### src/rtl/mul_requester_if.sv
// Bundle of the signals between mul_requester, its datapath client and the
// multiplier.
//   req_*   : operand request channel (datapath -> requester)
//   resp_*  : result channel (requester -> consumer)
//   mul_*   : cs/ready handshake and operands to/from the multiplier
// Modports:
//   master : the requester itself (drives req_ready, resp_*, mul_cs/a/b)
//   slave  : the environment around it (datapath, consumer, multiplier)
interface mul_requester_if;
  logic        req_valid;
  logic [15:0] req_a;
  logic [15:0] req_b;
  logic        req_ready;
  logic        resp_valid;
  logic [15:0] resp_product;
  logic        resp_err;
  logic        resp_ready;
  logic        mul_cs;
  logic [15:0] mul_a;
  logic [15:0] mul_b;
  logic        mul_ready;
  logic [15:0] mul_product;

  modport master (
    input  req_valid, req_a, req_b, resp_ready, mul_ready, mul_product,
    output req_ready, resp_valid, resp_product, resp_err, mul_cs, mul_a, mul_b
  );

  modport slave (
    output req_valid, req_a, req_b, resp_ready, mul_ready, mul_product,
    input  req_ready, resp_valid, resp_product, resp_err, mul_cs, mul_a, mul_b
  );
endinterface

### src/rtl/mul_requester.sv
// mul_requester: initiator side of the multiplier cs/ready handshake.
// Takes one operand pair at a time, pulses cs for a single cycle, follows
// the multiplier's ready falling (busy) and rising (done) and captures the
// product on the first edge that samples ready high. Each wait phase is
// bounded by TIMEOUT cycles; on expiry an error response is returned.
//
// Handshakes: a transfer on a valid/ready channel happens on a rising clk
// edge where both valid and ready are 1; valid, once raised, holds its
// payload stable until that edge.
//
// Ports:
//   clk         : system clock, all logic on posedge
//   rst_n       : asynchronous active-low reset
//   bus         : mul_requester_if.master (request, response, multiplier)
//   dbg_state_o : current FSM state (0 IDLE, 1 ISSUE, 2 WAIT_BUSY,
//                 3 WAIT_DONE, 4 RESP)
module mul_requester #(
  parameter int TIMEOUT = 16,  // >= 4
  parameter int CNT_W   = 5    // 2**CNT_W > TIMEOUT
) (
  input  logic            clk,
  input  logic            rst_n,
  mul_requester_if.master bus,
  output logic [2:0]      dbg_state_o
);

  typedef enum logic [2:0] {
    IDLE      = 3'd0,
    ISSUE     = 3'd1,
    WAIT_BUSY = 3'd2,
    WAIT_DONE = 3'd3,
    RESP      = 3'd4
  } state_t;

  localparam logic [CNT_W-1:0] TIMEOUT_C = CNT_W'(TIMEOUT);

  state_t           state_q, state_d;
  logic             req_ready_q, req_ready_d;
  logic             resp_valid_q, resp_valid_d;
  logic [15:0]      resp_product_q, resp_product_d;
  logic             resp_err_q, resp_err_d;
  logic             mul_cs_q, mul_cs_d;
  logic [15:0]      mul_a_q, mul_a_d;
  logic [15:0]      mul_b_q, mul_b_d;
  logic [CNT_W-1:0] cnt_q, cnt_d;
  logic [CNT_W-1:0] cnt_inc;

  always_ff @(posedge clk or negedge rst_n) begin
    if (!rst_n) begin
      state_q        <= IDLE;
      req_ready_q    <= 1'b0;
      resp_valid_q   <= 1'b0;
      resp_product_q <= '0;
      resp_err_q     <= 1'b0;
      mul_cs_q       <= 1'b0;
      mul_a_q        <= '0;
      mul_b_q        <= '0;
      cnt_q          <= '0;
    end else begin
      state_q        <= state_d;
      req_ready_q    <= req_ready_d;
      resp_valid_q   <= resp_valid_d;
      resp_product_q <= resp_product_d;
      resp_err_q     <= resp_err_d;
      mul_cs_q       <= mul_cs_d;
      mul_a_q        <= mul_a_d;
      mul_b_q        <= mul_b_d;
      cnt_q          <= cnt_d;
    end
  end

  always_comb begin
    state_d        = state_q;
    req_ready_d    = 1'b0;        // only IDLE may offer ready
    resp_valid_d   = resp_valid_q;
    resp_product_d = resp_product_q;
    resp_err_d     = resp_err_q;
    mul_cs_d       = 1'b0;        // cs defaults low: it can only be a 1-cycle pulse
    mul_a_d        = mul_a_q;     // operands held until the next accept
    mul_b_d        = mul_b_q;
    cnt_d          = cnt_q;
    cnt_inc        = cnt_q + CNT_W'(1);

    unique case (state_q)
      IDLE: begin
        if (bus.req_valid && req_ready_q) begin
          mul_a_d  = bus.req_a;
          mul_b_d  = bus.req_b;
          mul_cs_d = 1'b1;
          state_d  = ISSUE;
        end else begin
          // Ready is registered, so it follows the multiplier's idle flag
          // one cycle late; after RESP this also yields the one-cycle gap.
          req_ready_d = bus.mul_ready;
        end
      end

      ISSUE: begin
        cnt_d   = '0;
        state_d = WAIT_BUSY;
      end

      WAIT_BUSY: begin
        if (!bus.mul_ready) begin
          cnt_d   = '0;
          state_d = WAIT_DONE;
        end else if (cnt_inc == TIMEOUT_C) begin
          resp_err_d     = 1'b1;
          resp_product_d = '0;
          resp_valid_d   = 1'b1;
          cnt_d          = '0;
          state_d        = RESP;
        end else begin
          cnt_d = cnt_inc;
        end
      end

      WAIT_DONE: begin
        if (bus.mul_ready) begin
          // Product is only driven during the first ready-high cycle, so
          // it is captured on this very edge and never later.
          resp_product_d = bus.mul_product;
          resp_err_d     = 1'b0;
          resp_valid_d   = 1'b1;
          state_d        = RESP;
        end else if (cnt_inc == TIMEOUT_C) begin
          resp_err_d     = 1'b1;
          resp_product_d = '0;
          resp_valid_d   = 1'b1;
          cnt_d          = '0;
          state_d        = RESP;
        end else begin
          cnt_d = cnt_inc;
        end
      end

      RESP: begin
        if (bus.resp_ready) begin
          resp_valid_d = 1'b0;
          state_d      = IDLE;
        end
      end

      default: state_d = IDLE;
    endcase
  end

  assign bus.req_ready    = req_ready_q;
  assign bus.resp_valid   = resp_valid_q;
  assign bus.resp_product = resp_product_q;
  assign bus.resp_err     = resp_err_q;
  assign bus.mul_cs       = mul_cs_q;
  assign bus.mul_a        = mul_a_q;
  assign bus.mul_b        = mul_b_q;
  assign dbg_state_o      = state_q;

endmodule

### src/flat_wrapper.sv
// flat-port wrapper written by rule: the top's interface ports become plain ports
module mul_requester_flat 
#(
  parameter int TIMEOUT = 16,         
  parameter int CNT_W   = 5                         
)
  (clk, rst_n, dbg_state_o, bus_req_valid, bus_req_a, bus_req_b, bus_resp_ready, bus_mul_ready, bus_mul_product, bus_req_ready, bus_resp_valid, bus_resp_product, bus_resp_err, bus_mul_cs, bus_mul_a, bus_mul_b);
  mul_requester_if bus_i ();
  input  logic clk;
  input  logic rst_n;
  output logic [2:0] dbg_state_o;
  input wire logic [$bits(bus_i.req_valid)-1:0] bus_req_valid;
  input wire logic [$bits(bus_i.req_a)-1:0] bus_req_a;
  input wire logic [$bits(bus_i.req_b)-1:0] bus_req_b;
  input wire logic [$bits(bus_i.resp_ready)-1:0] bus_resp_ready;
  input wire logic [$bits(bus_i.mul_ready)-1:0] bus_mul_ready;
  input wire logic [$bits(bus_i.mul_product)-1:0] bus_mul_product;
  output wire logic [$bits(bus_i.req_ready)-1:0] bus_req_ready;
  output wire logic [$bits(bus_i.resp_valid)-1:0] bus_resp_valid;
  output wire logic [$bits(bus_i.resp_product)-1:0] bus_resp_product;
  output wire logic [$bits(bus_i.resp_err)-1:0] bus_resp_err;
  output wire logic [$bits(bus_i.mul_cs)-1:0] bus_mul_cs;
  output wire logic [$bits(bus_i.mul_a)-1:0] bus_mul_a;
  output wire logic [$bits(bus_i.mul_b)-1:0] bus_mul_b;
  assign bus_i.req_valid = bus_req_valid;
  assign bus_i.req_a = bus_req_a;
  assign bus_i.req_b = bus_req_b;
  assign bus_i.resp_ready = bus_resp_ready;
  assign bus_i.mul_ready = bus_mul_ready;
  assign bus_i.mul_product = bus_mul_product;
  assign bus_req_ready = bus_i.req_ready;
  assign bus_resp_valid = bus_i.resp_valid;
  assign bus_resp_product = bus_i.resp_product;
  assign bus_resp_err = bus_i.resp_err;
  assign bus_mul_cs = bus_i.mul_cs;
  assign bus_mul_a = bus_i.mul_a;
  assign bus_mul_b = bus_i.mul_b;
  mul_requester #(.TIMEOUT(TIMEOUT), .CNT_W(CNT_W)) u_core (.clk(clk), .rst_n(rst_n), .bus(bus_i), .dbg_state_o(dbg_state_o));
endmodule
### config.mk
export PLATFORM = sky130hd
export DESIGN_NAME = mul_requester_flat
export DESIGN_NICKNAME = d
export VERILOG_FILES = /design/src/rtl/mul_requester_if.sv /design/src/rtl/mul_requester.sv /design/src/flat_wrapper.sv
export SDC_FILE = /design/constraint.sdc
export NUM_CORES = 1
export LEC_CHECK = 0
export ABC_AREA = 0
export CAP_MARGIN = 25
export CORE_UTILIZATION = 35
export DETAILED_ROUTE_END_ITERATION = 8
export MAX_ROUTING_LAYER = met4
export PLACE_DENSITY = 0.68
export RECOVER_POWER = 25
export SYNTH_ARGS = -nofsm -noshare
export SYNTH_HDL_FRONTEND = slang
export SYNTH_SLANG_ARGS = --single-unit
### constraint.sdc
create_clock -name clk -period 3.9 [get_ports clk]
set_input_delay 0.78 -clock clk [delete_from_list [all_inputs] [get_ports clk]]
set_output_delay 0.78 -clock clk [all_outputs]
set_load 0.02 [all_outputs]
* Word level (Yosys, flattened, before mapping)
Cells that the tools add are included.
** Storage, ports and cells
- Register bits :: 60
- Latch bits :: 0
- Memory bits (writable) :: 0
- Memory bits (read-only) :: 0
- Input port bits :: 53
- Output and inout port bits :: 55
- Memories kept :: 0
** Operators by class
- Add/sub/neg operators :: 1
- Multiply operators :: 0
- Div/mod/pow operators :: 0
- $lt $le $gt $ge :: 0
- Eq/ne operators :: 9
- Shift operators :: 0
- Muxes and demuxes :: 27
- Bitwise gates (word level) :: 0
- Reduce and logical (&&, ||, !) cells :: 10
** Operators by type and width (count)
- 16-bit two-way mux :: 3
- 16-bit case mux with 2 select lines :: 1
- 3-bit two-way mux :: 5
- 5-bit two-way mux :: 3
- 3-bit case mux with 5 select lines :: 1
- 5-bit case mux with 3 select lines :: 1
- 1-bit two-way mux :: 11
- 2-bit AND reduction :: 4
- 3-bit by 2-bit == test with 1-bit output, second input constant :: 2
- 2-bit != test, second input constant :: 3
- 3-bit nonzero test :: 2
- 5-bit by 1-bit adder with 5-bit output, second input constant :: 1
- 5-bit == test, second input constant :: 1
- 3-bit by 1-bit == test with 1-bit output, second input constant :: 1
- 3-bit == test, second input constant :: 1
- 3-bit logical NOT :: 1
- 1-bit case mux with 3 select lines :: 1
- 3-bit AND reduction :: 1
- 2-bit by 1-bit != test with 1-bit output, second input constant :: 1
- 1-bit case mux with 2 select lines :: 1
- 2-bit nonzero test :: 1
- 1-bit logical AND :: 1

* Longest topological paths before layout
- Depth after elaboration :: 5
- Gate-level depth with buffers :: 7
- Depth with buffers taken out :: 5

* Worst setup path before layout
Ideal clock, no wire load.
- Path type :: input -> register
- Start point :: in bus_mul_ready
- End point :: reg u_core.resp_product_q[0], in the netlist u_core.bus.resp_product[0]
- Setup time :: 0.126 ns
- Arrival :: 1.727 ns
- Required time :: 3.774 ns
- Path slack :: 2.047 ns
- Cell stages on the path :: 7
- Path buffers :: 3
- Path through :: buf_2 nand2_1 or2_2 buf_2 buf_2 nand2_1 o21ai_0
** Between the ends
- Word-level cells in the longest chain between the ends :: 2
** Ends and longest elaborated chain
- from (decl) :: line flat_wrapper.sv:16 : input wire logic [$bits(bus_i.mul_ready)-1:0] bus_mul_ready;
- 16-bit two-way mux / 2-bit != test (equally long branches)
- 16-bit case mux with 2 select lines / 2-bit AND reduction (equally long branches)
- to (signal assigned) :: line mul_requester.sv:63 : resp_product_q <= resp_product_d;
- to (decl) :: line mul_requester.sv:40 : logic [15:0] resp_product_q, resp_product_d;
Parallel ways exist; a longest one is shown, timed or not.
A chain may end at the register's enable or synchronous reset.

* Final worst setup path
- Start point :: in bus_mul_ready
- End point :: reg u_core.resp_product_q[14], in the netlist u_core.bus.resp_product[14]
Same word-level chain as after synthesis.

==> report_table.html <==
<table>
<tr><th>Metric</th><th>Value</th></tr>
<tr><th colspan="2">Critical path</th></tr>
<tr><td>CP Launch Type</td><td>input port</td></tr>
<tr><td>Combined buffer and inverter count along the critical path</td><td>1</td></tr>
<tr><td>Biggest fanout along the worst timing path</td><td>19</td></tr>
<tr><td>Worst-path cell with the longest stage delay</td><td>sky130_fd_sc_hd__dlygate4sd3_1</td></tr>
<tr><td>Delay of the slowest cell on the worst path</td><td>0.75 ns</td></tr>
<tr><td>Cells along the critical path</td><td>dlygate4sd3_1 &gt; nor2_1 &gt; nor4_4 &gt; o21ai_0</td></tr>
<tr><td>Family of cells with the greatest summed delay on the critical path</td><td>simple AND/OR/NAND/NOR gates</td></tr>
<tr><td>Classification of the worst setup path</td><td>input port to flop</td></tr>
<tr><td>Data arrival, critical path</td><td>2.63 ns</td></tr>
<tr><td>Data required time of the critical path</td><td>4.07 ns</td></tr>
<tr><td>Type of element capturing the critical path</td><td>flop</td></tr>
<tr><th colspan="2">Outcome</th></tr>
<tr><td>Result of the run</td><td>finished, violations left</td></tr>
<tr><td>Violated checks</td><td>capacitance limit, slew limit</td></tr>
<tr><th colspan="2">Cells and area</th></tr>
<tr><td>Fraction of layout cells with a size suffix above 1</td><td>16.3%</td></tr>
<tr><td>Growth of design area from synthesis to finish</td><td>55.1%</td></tr>
<tr><td>Final Net Count</td><td>375</td></tr>
<tr><td>Antenna cell count</td><td>0</td></tr>
<tr><td>Total non-filler cell area in the finished layout</td><td>3870 µm²</td></tr>
<tr><th colspan="2">STA</th></tr>
<tr><td>Worst max-slew margin expressed relative to the limit</td><td>-35.1%</td></tr>
<tr><td>Setup repair after global routing missed its margin</td><td>false</td></tr>
<tr><td>Final critical-path required period</td><td>2.46 ns</td></tr>
<tr><td>Worst Setup Slack, final</td><td>1.44 ns</td></tr>
<tr><td>Fin. Hold Viols</td><td>0</td></tr>
<tr><td>Worst slew pin tran</td><td>2.03 ns</td></tr>
<tr><td>Upper clock frequency limit</td><td>406 MHz</td></tr>
<tr><td>Final setup violating endpoints</td><td>0</td></tr>
<tr><td>TNS Setup</td><td>0 ns</td></tr>
<tr><td>Portion of the clock cycle consumed by the worst path in the final layout</td><td>63.1%</td></tr>
<tr><td>Setup clock skew after layout</td><td>0.00889 ns</td></tr>
<tr><td>Final count of pins violating max slew</td><td>40</td></tr>
<tr><td>Worst hold-check slack</td><td>0.503 ns</td></tr>
<tr><th colspan="2">Synth</th></tr>
<tr><td>Number of distinct standard cells referenced by the synthesized netlist</td><td>34</td></tr>
<tr><td>Synthesized area</td><td>2500 µm²</td></tr>
<tr><td>Mapped Avg Cell Area</td><td>11.8 µm²</td></tr>
<tr><td>Count of yosys warnings during synthesis</td><td>0</td></tr>
<tr><td>Number of nets produced by synthesis</td><td>266</td></tr>
<tr><td>Post-synthesis sequential area ratio</td><td>60.1%</td></tr>
<tr><td>Number of storage elements in the synthesis netlist</td><td>60</td></tr>
<tr><td>Synthesized netlist cell count</td><td>212</td></tr>
<tr><th colspan="2">Global route</th></tr>
<tr><td>Maximum number of pins on one net before global-route repair</td><td>40</td></tr>
<tr><td>GR Overflow Total</td><td>0</td></tr>
<tr><td>All-Layer GR Usage</td><td>17.1%</td></tr>
<tr><td>Initial antenna violation count</td><td>0</td></tr>
<tr><td>Via count of the first global-routing pass</td><td>1,958</td></tr>
<tr><td>First-pass GRT wire length</td><td>9440 µm</td></tr>
<tr><th colspan="2">CTS</th></tr>
<tr><td>Total CTS buffers</td><td>9</td></tr>
<tr><td>Clock transition time at the flip-flop clock pins of the worst setup and hold paths</td><td>0.06 ns</td></tr>
<tr><td>Clock tree from TritonCTS</td><td>done</td></tr>
<tr><td>CTS max path bufs</td><td>2</td></tr>
<tr><td>Insertion delay to the later sink of the worst-skew pair</td><td>0.33 ns</td></tr>
<tr><td># H-tree levels</td><td>3</td></tr>
<tr><td>Total setup buffers inserted after CTS</td><td>0</td></tr>
<tr><td>Number of instances resized during post-cts repair</td><td>0</td></tr>
<tr><td>Root cell of the clock tree</td><td>sky130_fd_sc_hd__clkbuf_8</td></tr>
<tr><td>Total of hold buffers inserted after clock tree synthesis</td><td>0</td></tr>
<tr><td>Clock sink count</td><td>60</td></tr>
<tr><th colspan="2">Pwr</th></tr>
<tr><td>Internal cell power</td><td>1.97 mW</td></tr>
<tr><td>Overall power consumption</td><td>3.00 mW</td></tr>
<tr><td>Maximum vdd ir drop</td><td>0.314 mV</td></tr>
<tr><td>Logic gate share of total power</td><td>42.2%</td></tr>
<tr><td>NetSw</td><td>1.03 mW</td></tr>
<tr><td>Power share of the sequential group</td><td>35.8%</td></tr>
<tr><td>PwrDens</td><td>774 nW/µm²</td></tr>
<tr><td>Switching fraction of total power</td><td>34.4%</td></tr>
<tr><td>Static leakage power</td><td>1.70 nW</td></tr>
<tr><td>Clock network fraction of total power</td><td>22.0%</td></tr>
<tr><th colspan="2">Drt</th></tr>
<tr><td>Routed wire length</td><td>5870 µm</td></tr>
<tr><td>DR pass1 iterations</td><td>4</td></tr>
<tr><td>Average wire length per cell after detail routing</td><td>13.9 µm</td></tr>
<tr><td>Routed vias</td><td>2,005</td></tr>
<tr><td>Post-route ant nets</td><td>0</td></tr>
<tr><td>DRC violations left</td><td>0</td></tr>
<tr><td>First DRT Iteration DRCs</td><td>65</td></tr>
<tr><td>Average via count per standard cell</td><td>4.75</td></tr>
<tr><th colspan="2">Placed design</th></tr>
<tr><td>Final HPWL DP</td><td>4140 µm</td></tr>
<tr><td>RD Place Congestion</td><td>0.814</td></tr>
<tr><td>Setup Slack @ Placement</td><td>1.16 ns</td></tr>
<tr><td>Number of port buffers</td><td>107</td></tr>
<tr><td>Placed cell areas</td><td>3640 µm²</td></tr>
<tr><th colspan="2">Floorplanning</th></tr>
<tr><td>Floorplan die width</td><td>86.5 µm</td></tr>
<tr><td>Core region area</td><td>6830 µm²</td></tr>
<tr><td>Total number of placement rows</td><td>30</td></tr>
<tr><td>Height of the die</td><td>86.5 µm</td></tr>
<tr><td>Die area</td><td>7480 µm²</td></tr>
<tr><td>I/O pins</td><td>108</td></tr>
<tr><td>Effective utilization at floorplan</td><td>36.6%</td></tr>
<tr><th colspan="2">Job</th></tr>
<tr><td>Max_cap viols</td><td>1</td></tr>
<tr><th colspan="2">Hold path</th></tr>
<tr><td>Worst hold-check path type</td><td>flop to flop</td></tr>
</table>
==> metal layers <==
metal / wire [µm] / vias up / global-route usage (%)
li1: - / 954 / -
met1: 2630 / 976 / 21.6
met2: 2820 / 68 / 26.5
met3: 353 / 7 / 4.19
met4: 73 / 0 / 7.27
met5: 0 / - / -
==> final timing paths <==
kind                                                           end  depth (start not counted)  slack, ns                              start
min in group asynchronous  u_core.bus.resp_product[10]$_DFFE_PN0P_                          1       1.01                              rst_n
max in group asynchronous   u_core.bus.resp_product[4]$_DFFE_PN0P_                          2       1.65                              rst_n
hold / removal                     u_core.bus.mul_b[4]$_DFFE_PN0P_                          1       0.50    u_core.bus.mul_b[4]$_DFFE_PN0P_
setup reg to reg           u_core.bus.resp_product[14]$_DFFE_PN0P_                          3       1.88  u_core.dbg_state_o[1]$_DFFE_PN0P_
setup / recovery           u_core.bus.resp_product[14]$_DFFE_PN0P_                          4       1.44                      bus_mul_ready
hold reg to reg                    u_core.bus.mul_b[4]$_DFFE_PN0P_                          1       0.50    u_core.bus.mul_b[4]$_DFFE_PN0P_
==> power groups by stage <==
| stage | sequential, mW | combinational, mW | clock [mW] |
|---|---|---|---|
| after floorplan | 1.34 | 0.364 | 0 |
| after global placement | 1.07 | 1.26 | 0 |
| after detailed placement | 1.08 | 1.28 | 0 |
| after CTS | 1.07 | 1.28 | 0.680 |
| after global routing | 1.11 | 1.35 | 0.709 |
| final | 1.07 | 1.26 | 0.659 |
==> cells in the mapped netlist (all sizes together) <==
| master | n | area, µm² |
|---|---|---|
| nand2b | 1 | 6.26 |
| nor4 | 1 | 21.3 |
| o211ai | 1 | 7.51 |
| nor4bb | 1 | 10.0 |
| nor3 | 1 | 5.00 |
| dfrtp | 60 | 1500 |
| nor2b | 2 | 12.5 |
| xnor2 | 1 | 8.76 |
| ha | 1 | 12.5 |
| nand4 | 3 | 18.8 |
| or2 | 2 | 12.5 |
| a311o | 1 | 10.0 |
| and3 | 1 | 6.26 |
| nor2 | 4 | 15.0 |
| and4b | 1 | 10.0 |
| buf | 10 | 56.3 |
| a32oi | 1 | 8.76 |
| nand2 | 42 | 158 |
| a31oi | 1 | 6.26 |
| mux2 | 32 | 360 |
| a41o | 1 | 10.0 |
| a32o | 2 | 20.0 |
| clkbuf | 2 | 7.51 |
| o2111ai | 1 | 8.76 |
| inv | 4 | 15.0 |
| o31a | 1 | 8.76 |
| o21a | 1 | 7.51 |
| nand3 | 10 | 50.1 |
| and3b | 1 | 8.76 |
| a21oi | 2 | 13.8 |
| o21ai | 20 | 100 |
==> metrics by stage <==
step                      std cells  utilization [%]
final                           422             56.7
after global routing            422             56.7
after CTS                       422             56.7
after detailed placement        406             53.3
after global placement          406             53.3
after floorplan                 212                -
==> placed cells by master, fill, tap and decap left out, drive strengths merged, types with 3 or more instances in the layout <==
cell	instances
mux2	32
nand4	3
clkdlybuf4s50	105
nor2	4
bufinv	3
clkbuf	12
buf	3
o21ai	20
dfrtp	60
nand2	42
inv	4
nand3	10
==> kinds of logic (layout without fill, tap and decap cells) <==
group | count (synthesis) | in the layout | synth area share (%)
and+or+nand+nor | 70 | 70 | 13.4
DFF | 60 | 60 | 60.1
AOI/OAI and AO/OA | 32 | 32 | 8.07
muxes | 32 | 32 | 14.4
buffers and inverters | 16 | 130 | 3.16
adders and majority gates | 1 | 1 | 0.501
xor gates and xnor gates | 1 | 1 | 0.351
==> state kept, by name (all words and copies together) (netlist names) <==
register and count:
u_core.bus.mul_cs 1, u_core.bus.resp_product 16, u_core.dbg_state_o 3, u_core.bus.resp_err 1
u_core.bus.mul_a 16, u_core.cnt_q 5, u_core.bus.req_ready 1, u_core.bus.resp_valid 1
u_core.bus.mul_b 16
==> layout make-up <==
| cell class | instances | area (µm²) |
|---|---|---|
| fill | 612 | 2960 |
| sequential | 60 | 1500 |
| timing repair buffer | 110 | 1090 |
| multi-input combinational | 136 | 917 |
| clock buffer | 11 | 131 |
| tap | 96 | 120 |
| clock inverter | 5 | 100 |
| inverter | 4 | 15.0 |
Note: power is estimated with default switching activity, not from simulation.
